**src/rtl/seg_pkg.sv**
```systemverilog
// Shared constants for the six-digit multiplexed 7-segment scanner:
// active-low segment codes, blanking values and FSM state encoding.
package seg_pkg;

  localparam logic [6:0] SEG_0 = 7'h40;
  localparam logic [6:0] SEG_1 = 7'h79;
  localparam logic [6:0] SEG_2 = 7'h24;
  localparam logic [6:0] SEG_3 = 7'h30;
  localparam logic [6:0] SEG_4 = 7'h19;
  localparam logic [6:0] SEG_5 = 7'h12;
  localparam logic [6:0] SEG_6 = 7'h02;
  localparam logic [6:0] SEG_7 = 7'h78;
  localparam logic [6:0] SEG_8 = 7'h00;
  localparam logic [6:0] SEG_9 = 7'h10;
  localparam logic [6:0] SEG_A = 7'h08;
  localparam logic [6:0] SEG_B = 7'h03;
  localparam logic [6:0] SEG_C = 7'h46;
  localparam logic [6:0] SEG_D = 7'h21;
  localparam logic [6:0] SEG_E = 7'h06;
  localparam logic [6:0] SEG_F = 7'h0E;

  localparam logic [6:0] SEG_BLANK = 7'h7F;
  localparam logic [7:0] SEG_OFF   = 8'hFF;
  localparam logic [5:0] SEL_OFF   = 6'h3F;

  localparam logic [1:0] ST_IDLE  = 2'd0;
  localparam logic [1:0] ST_BLANK = 2'd1;
  localparam logic [1:0] ST_SHOW  = 2'd2;

endpackage

```
**src/rtl/seg_hex_decode.sv**
```systemverilog
// Combinational nibble to active-low 7-segment (g..a) decoder.
module seg_hex_decode
  import seg_pkg::*;
(
  input  logic [3:0] hex,
  output logic [6:0] seg7
);

  always_comb begin
    seg7 = SEG_BLANK;
    case (hex)
      4'h0: seg7 = SEG_0;
      4'h1: seg7 = SEG_1;
      4'h2: seg7 = SEG_2;
      4'h3: seg7 = SEG_3;
      4'h4: seg7 = SEG_4;
      4'h5: seg7 = SEG_5;
      4'h6: seg7 = SEG_6;
      4'h7: seg7 = SEG_7;
      4'h8: seg7 = SEG_8;
      4'h9: seg7 = SEG_9;
      4'hA: seg7 = SEG_A;
      4'hB: seg7 = SEG_B;
      4'hC: seg7 = SEG_C;
      4'hD: seg7 = SEG_D;
      4'hE: seg7 = SEG_E;
      4'hF: seg7 = SEG_F;
      default: seg7 = SEG_BLANK;
    endcase
  end

endmodule

```
**src/rtl/seg_dynamic_scan.sv**
```systemverilog
// Six-digit time-multiplexed 7-segment driver with per-slot blanking,
// leading-zero suppression and frame-synchronous data update.
module seg_dynamic_scan
  import seg_pkg::*;
#(
  parameter logic [31:0] CNT_SLOT = 32'd49_999,
  parameter logic [31:0] CNT_DEAD = 32'd99,
  parameter int          DIGITS   = 6
)(
  input  logic        sys_clk,
  input  logic        sys_rst,
  input  logic        en,
  input  logic [23:0] data_in,
  input  logic [5:0]  dp_in,
  input  logic        lz_en,
  input  logic        data_vld,
  output logic [5:0]  sel,
  output logic [7:0]  seg,
  output logic        frame_done
);

  logic [1:0]  state;
  logic [31:0] cnt;
  logic [2:0]  idx;
  logic [23:0] stage_data;
  logic [5:0]  stage_dp;
  logic        stage_lz;
  logic [23:0] act_data;
  logic [5:0]  act_dp;
  logic        act_lz;

  logic [3:0]  nibble;
  logic [6:0]  hex_code;
  logic [23:0] upper;
  logic        suppress;
  logic [7:0]  show_seg;
  logic        last_digit;

  // A digit is suppressed when it and every higher digit are zero; digit 0 always shows.
  always_comb begin
    nibble     = act_data[{idx, 2'b00} +: 4];
    upper      = act_data >> {idx, 2'b00};
    suppress   = act_lz && (idx != 3'd0) && (upper == 24'h0);
    show_seg   = {~act_dp[idx], suppress ? SEG_BLANK : hex_code};
    last_digit = (idx == 3'(DIGITS - 1));
  end

  seg_hex_decode u_hex_decode (
    .hex  (nibble),
    .seg7 (hex_code)
  );

  // A strobe landing on a frame-start edge bypasses staging so it shows in that frame.
  always_ff @(posedge sys_clk) begin
    if (sys_rst) begin
      state      <= ST_IDLE;
      cnt        <= 32'd0;
      idx        <= 3'd0;
      stage_data <= 24'h0;
      stage_dp   <= 6'h0;
      stage_lz   <= 1'b0;
      act_data   <= 24'h0;
      act_dp     <= 6'h0;
      act_lz     <= 1'b0;
      sel        <= SEL_OFF;
      seg        <= SEG_OFF;
      frame_done <= 1'b0;
    end else begin
      frame_done <= 1'b0;
      if (data_vld) begin
        stage_data <= data_in;
        stage_dp   <= dp_in;
        stage_lz   <= lz_en;
      end
      if (!en) begin
        state <= ST_IDLE;
        cnt   <= 32'd0;
        idx   <= 3'd0;
        sel   <= SEL_OFF;
        seg   <= SEG_OFF;
      end else begin
        case (state)
          ST_IDLE: begin
            state    <= ST_BLANK;
            cnt      <= 32'd0;
            idx      <= 3'd0;
            sel      <= SEL_OFF;
            seg      <= SEG_OFF;
            act_data <= data_vld ? data_in : stage_data;
            act_dp   <= data_vld ? dp_in   : stage_dp;
            act_lz   <= data_vld ? lz_en   : stage_lz;
          end
          ST_BLANK: begin
            cnt <= cnt + 32'd1;
            if (cnt == CNT_DEAD) begin
              state <= ST_SHOW;
              sel   <= ~(6'b000001 << idx);
              seg   <= show_seg;
            end
          end
          ST_SHOW: begin
            if (cnt == CNT_SLOT) begin
              cnt   <= 32'd0;
              state <= ST_BLANK;
              sel   <= SEL_OFF;
              seg   <= SEG_OFF;
              if (last_digit) begin
                idx        <= 3'd0;
                frame_done <= 1'b1;
                act_data   <= data_vld ? data_in : stage_data;
                act_dp     <= data_vld ? dp_in   : stage_dp;
                act_lz     <= data_vld ? lz_en   : stage_lz;
              end else begin
                idx <= idx + 3'd1;
              end
            end else begin
              cnt <= cnt + 32'd1;
            end
          end
          default: begin
            state <= ST_IDLE;
            cnt   <= 32'd0;
            idx   <= 3'd0;
            sel   <= SEL_OFF;
            seg   <= SEG_OFF;
          end
        endcase
      end
    end
  end

endmodule
```
**config.mk**
```make
export PLATFORM = sky130hd
export DESIGN_NAME = seg_dynamic_scan
export DESIGN_NICKNAME = d
export VERILOG_FILES = /design/src/rtl/seg_pkg.sv /design/src/rtl/seg_hex_decode.sv /design/src/rtl/seg_dynamic_scan.sv
export SDC_FILE = /design/constraint.sdc
export NUM_CORES = 1
export LEC_CHECK = 0
export CORE_ASPECT_RATIO = 0.8
export CORE_MARGIN = 10
export CORE_UTILIZATION = 45
export DETAILED_ROUTE_END_ITERATION = 16
export GPL_ROUTABILITY_DRIVEN = 0
export PLACE_DENSITY = 0.68
export SLEW_MARGIN = 10
export SYNTH_ARGS = -nofsm -noshare
export SYNTH_HDL_FRONTEND = slang
export SYNTH_SLANG_ARGS = --single-unit
```
**constraint.sdc**
```tcl
create_clock -name sys_clk -period 6.35 [get_ports sys_clk]
set_input_delay 1.5875 -clock sys_clk [delete_from_list [all_inputs] [get_ports sys_clk]]
set_output_delay 1.5875 -clock sys_clk [all_outputs]
set_load 0.02 [all_outputs]
```
Yosys cells after proc, flatten, opt, wreduce, memory -nomap -nowiden
Memories as Yosys holds them, arrays and structs flattened.
Index checks and enable logic that the tools add are counted.
{ "totals": {"reg_bits": 114, "rom_bits": 112, "in_bits": 35, "out_inout_bits": 15, "wordCells": 74, "mem_count": 1} }
{ "memory_table": {"columns": ["memory", "depth", "width", "read_ports", "rd_clocked_by_memory_dff", "wr", "line_no", "rtl"], "rows": [
  ["(name not given)", 16, 7, 1, 0, 0, "seg_hex_decode.sv:11", "case (hex)"]
]} }
{ "op_classes": {"n_addsub": 2, "order_cmp": 1, "eq_ne": 8, "shifts": 3, "mux": 30, "bitwise": 6, "n_reduce_logical": 11} }
{ "op_table": {"columns": ["cell", "count"], "rows": [
  ["24-bit two-way mux", 3],
  ["32-bit one-hot mux with 2 select lines", 1],
  ["24-bit one-hot mux with 2 select lines", 1],
  ["32-bit by 1-bit adder with 32-bit output (second input constant)", 1],
  ["32-bit by 16-bit == test with 1-bit output (second input constant)", 1],
  ["32-bit by 7-bit == test with 1-bit output (second input constant)", 1],
  ["32-bit two-way mux", 1],
  ["6-bit two-way mux", 5],
  ["24-bit logical NOT", 1],
  ["6-bit one-hot mux with 2 select lines", 2],
  ["24-bit by 6-bit indexed part select with 4-bit output", 1],
  ["24-bit by 5-bit >> shifter with 24-bit output", 1],
  ["8-bit two-way mux", 2],
  ["8-bit one-hot mux with 2 select lines", 1],
  ["7-bit two-way mux", 1],
  ["3-bit two-way mux", 2],
  ["2-bit inequality test (second input constant)", 3],
  ["6-bit inverter", 1],
  ["2-bit one-hot mux with 3 select lines", 1],
  ["3-bit one-hot mux with 2 select lines", 1],
  ["1-bit by 3-bit left shift with 6-bit output (first input constant)", 1],
  ["1-bit two-way mux", 5],
  ["1-bit inverter", 5],
  ["3-bit by 4-bit less-than comparator with 1-bit output (second input constant)", 1],
  ["other kinds (15)", 18]
]} }

Logic depth before layout (Yosys ltp)
{ "logic_depth": {"depth_word": 6, "mapped_depth": 12, "mapped_depth_nobuf": 10} }

Cells and area by module
Synthesis repeated with hierarchy kept, for this count alone.
{ "hier_totals": {"cells_unflattened": 551, "area_unflattened_um2": 5165.0} }
{ "modules_own_cells": {"columns": ["mod", "n_inst", "cells_per_inst", "area_per_inst_um2", "seq_area_each_um2"], "rows": [
  ["seg_dynamic_scan", 1, 519, 4889.7, 2282.2],
  ["seg_hex_decode", 1, 32, 275.3, 0.0]
]} }

Worst setup path before layout
Ideal clock, no wire load.
{ "synth_timing": {"path_kind": "input port to flip-flop", "start": "input data_vld", "end": "register act_data[10]", "setup_time_ns": 0.121, "arrival_time_ns": 2.737, "required_ns": 6.229, "slack_ns": 3.492, "path_stages": 5, "path_buffers": 2, "cell_sequence": "clkbuf_1 clkbuf_1 mux2i_1 nor2_1 mux2_2"} }
{ "synth_between": {"elab_chain_len": 4} }
{ "synth_rtl": {"columns": ["item", "line_no", "rtl"], "rows": [
  ["from (decl)", "seg_dynamic_scan.sv:16", "input logic data_vld,"],
  ["24-bit two-way mux *", null, null],
  ["24-bit two-way mux", "seg_dynamic_scan.sv:107", "if (last_digit) begin"],
  ["24-bit two-way mux", "seg_dynamic_scan.sv:102", "if (cnt == CNT_SLOT) begin"],
  ["24-bit one-hot mux with 2 select lines *", "seg_dynamic_scan.sv:82", "case (state)"],
  ["to (signal assigned)", "seg_dynamic_scan.sv:89", "act_data <= data_vld ? data_in : stage_data;"],
  ["to (signal assigned)", "seg_dynamic_scan.sv:110", "act_data <= data_vld ? data_in : stage_data;"],
  ["to (decl)", "seg_dynamic_scan.sv:28", "logic [23:0] act_data;"]
]} }
Every way passes the cells marked *; elsewhere a longest branch is shown, timed or not. The select of a mux whose other input is x is not followed.
A chain may end at the register's enable or synchronous reset.

Worst setup path in the final report
{ "layout_timing": {"start": "input en", "end": "register cnt[27]"} }
{ "layout_between": {"elab_chain_len": 2} }
{ "layout_rtl": {"columns": ["item", "line_no", "rtl"], "rows": [
  ["from (decl)", "seg_dynamic_scan.sv:12", "input logic en,"],
  ["1-bit inverter (no source line)", null, null],
  ["2-bit OR reduction (no source line)", null, null],
  ["to (signal assigned)", "seg_dynamic_scan.sv:94", "cnt <= cnt + 32'd1;"],
  ["to (signal assigned)", "seg_dynamic_scan.sv:117", "cnt <= cnt + 32'd1;"],
  ["to (decl)", "seg_dynamic_scan.sv:23", "logic [31:0] cnt;"]
]} }
Every way passes these cells.

==> results by group <==
Critical path
  – CP Launch Point: en
  – Setup crit end kind: register
  – Crit path DAT: 3.72 ns
  – Worst-path fanout max: 32
  – Worst path required time: 6.67 ns
  – Reg2reg start: idx[0]
  – Critical Path Start Type: input pin
  – Crit Path Class: input pin to register

Worst hold path
  – HP Start: cnt[0]
  – Worst Hold Class: register to register

Cells and area
  – Commonest cells after routing, fill and taps aside: dfxtp_1, nor2_1, clkdlybuf4s50_1
  – Commonest non-fill, non-tap cell in the layout: dfxtp_1
  – Final design utilization: 56.5%
  – Nets: 652
  – Area grow syn2layout: 22.7%
  – Inserted Diodes: 0
  – Share of cells above drive strength 1: 14.7%

STA
  – Tmin final: 3.40 ns
  – Setup TNS: 0 ns
  – Final setup viols: 0
  – Hold Violations, Final: 0
  – RSZ-0062 raised after global routing: no
  – Max_slew headroom: 35.0%
  – Clock skew: 0.00772 ns
  – Hold_ws: 0.463 ns
  – Final period util: 53.6%
  – Measured slew at the worst slew-check pin: 0.975 ns
  – Max Clk Rate: 294 MHz
  – Slew Limit Fails: 0

CTS
  – CTS tree: done
  – Clk Latency, worst-skew pair: 0.41 ns
  – Postcts setup bufs: 0
  – CTS root buffer: clkbuf_16
  – Hold Buf Count CTS: 0
  – Clock buffer count from CTS: 17
  – Clock buffer depth: 2
  – # H-tree levels: 4
  – Worst-path clk slew: 0.05 ns
  – Post-CTS Resized: 0
  – Clk sinks: 114

Power
  – Pwr per Cell Area: 294 nW/µm²
  – Worst-case vdd ir drop: 166 µV
  – Part of the power in registers: 39.4%
  – Clk network pwr share: 53.9%
  – Design Power: 1.91 mW
  – Combinational Power Share: 6.7%
  – Leakage power: 2.50 nW
  – NetSw: 0.390 mW
  – Internal: 1.52 mW
  – Sw Ratio: 20.4%

Floorplanning
  – Die H: 117 µm
  – # rows: 35
  – Core area: 11500 µm²
  – Die area: 16600 µm²
  – Die X: 141 µm
  – I/O pin count: 50
  – Initial core utilization: 46.1%

Route
  – Vias/cell: 5.28
  – Pre-antenna DRT Iters: 5
  – Iter 0 DRT Violations: 272
  – DRC errors left: 0
  – Via count of the routed design: 4047
  – WL final: 11.4 mm
  – Routed WL per cell: 14.8 µm
  – Antenna-violating nets left: 0

Logic synthesis
  – Simple-gate portion of the synthesized area: 22.5%
  – Post-Synth XOR/XNOR Area: 4.95%
  – Post-synth EDFFs: 0
  – #FFs+latches synth: 114
  – Synth Flop Type: dfxtp_1
  – Largest family of logic cells by synthesized area: simple AND/OR/NAND/NOR gates
  – Area share of fa/ha/maj cells after synthesis: 2.83%
  – Async SR Flop Fraction: 0%
  – Syn nets: 610
  – Post-synth cell types: 54
  – Syn avg cell area: 9.42 µm²
  – Yosys Warn Count: 0
  – Multiplexer share of the synthesized area: 16.3%
  – Syn Inst Count: 563
  – Compound-Gate Fraction of Synth Area: 6.82%
  – Sequential share of the synthesized area: 43.0%
  – Syn Std Cell Area: 5300 µm²

GRT
  – Gr ovfl total: 0
  – Gr usage total: 14.2%
  – Vias in the first global route: 4021
  – Largest net degree at the start of global routing: 65
  – Global-route wire length before repair: 19.4 mm
  – Initial antenna violation count: 0

Status
  – Status: finished clean

Placement
  – PortBufs: 49
  – Detail Placement HPWL: 7.88 mm

Job
  – Max_cap viols: 0
-- critical path, cell delays in order --
cell and delay [ns]:
clkdlybuf4s50_1 0.54, nor2b_1 0.62, nand3_2 0.70, nor2_1 0.27
-- synthesized netlist by cell type, drive strengths merged (3+ instances only) --
library cell	number	share of area [%]
dfxtp	114	43
nor2	95	6.7
mux2	43	9.3
mux2i	37	7.0
nor2b	35	4.1
nand2	21	1.5
nand3	18	1.7
buf	17	1.9
xor2	16	2.6
clkbuf	14	0.99
o21ai	14	1.3
xnor2	14	2.3
nor4	13	1.7
ha	12	2.8
a21oi	11	1.0
inv	11	0.78
and3	10	1.2
nor3	10	1.0
nand4	8	1.1
and4	6	0.99
a221oi	5	0.94
nand2b	4	0.47
a21o	3	0.42
o211ai	3	0.42
o21a	3	0.42
-- per-layer routing --
| layer | track usage (%) | share of wire [%] | vias up |
|---|---|---|---|
| met3 | 4.35 | 5.8 | 17 |
| li1 | - | - | 2049 |
| met1 | 18.5 | 49 | 1877 |
| met5 | 0 | 0 | - |
| met2 | 21.9 | 44 | 104 |
| met4 | 4.76 | 1.4 | 0 |
-- area by class of cell --
cell class,instances,area (µm²)
Fill cell,1000,5010
Multi-Input combinational cell,407,2840
Sequential cell,114,2280
Timing Repair Buffer,54,518
Clock buffer,21,460
Tap cell,148,185
Clock inverter,11,183
Inverter,11,41.3
-- flip-flops by register name (all words and copies together), names as in the netlist --
register    flops
act_data       24
act_dp          6
frame_done      1
stage_lz        1
sel             6
stage_data     24
seg             8
act_lz          1
state           2
cnt            32
idx             3
stage_dp        6
-- cells by family (layout without fill, tap and decap cells) --
group                      Yosys count  after routing
muxes                               80             80
and+or+nand+nor                    233            233
DFF                                114            114
xor gates and xnor gates            30             30
AOI/OAI and AO/OA                   52             52
buffers and inverters               42             97
adders and majority gates           12             12
-- metrics by stage --
stage | cell area, µm² | setup slack, ns | std cells
final | 6510 | 2.95 | 766
after global placement | 5860 | 2.31 | 734
after detailed placement | 5860 | 2.15 | 734
after floorplan | 5300 | 3.49 | 563
after global routing | 6510 | 2.77 | 766
after CTS | 6500 | 2.55 | 766
-- worst paths after layout --
| check | slack (ns) | cells after the start | endpoint |
|---|---|---|---|
| setup / recovery | 2.95 | 4 | cnt[27] |
| hold / removal | 0.46 | 1 | cnt[0] |
| setup reg to reg | 3.06 | 7 | seg[6] |
| hold reg to reg | 0.46 | 1 | cnt[0] |
-- power by group through the flow --
stage               sequential, mW  combinational (mW)  clock, mW
floorplan                    0.764              0.0901          0
global placement             0.767               0.126          0
detailed placement           0.768               0.128          0
CTS                          0.753               0.129       1.04
global route                 0.756               0.142       1.08
finish                       0.753               0.129       1.03
(Power assumes the default switching activity.)
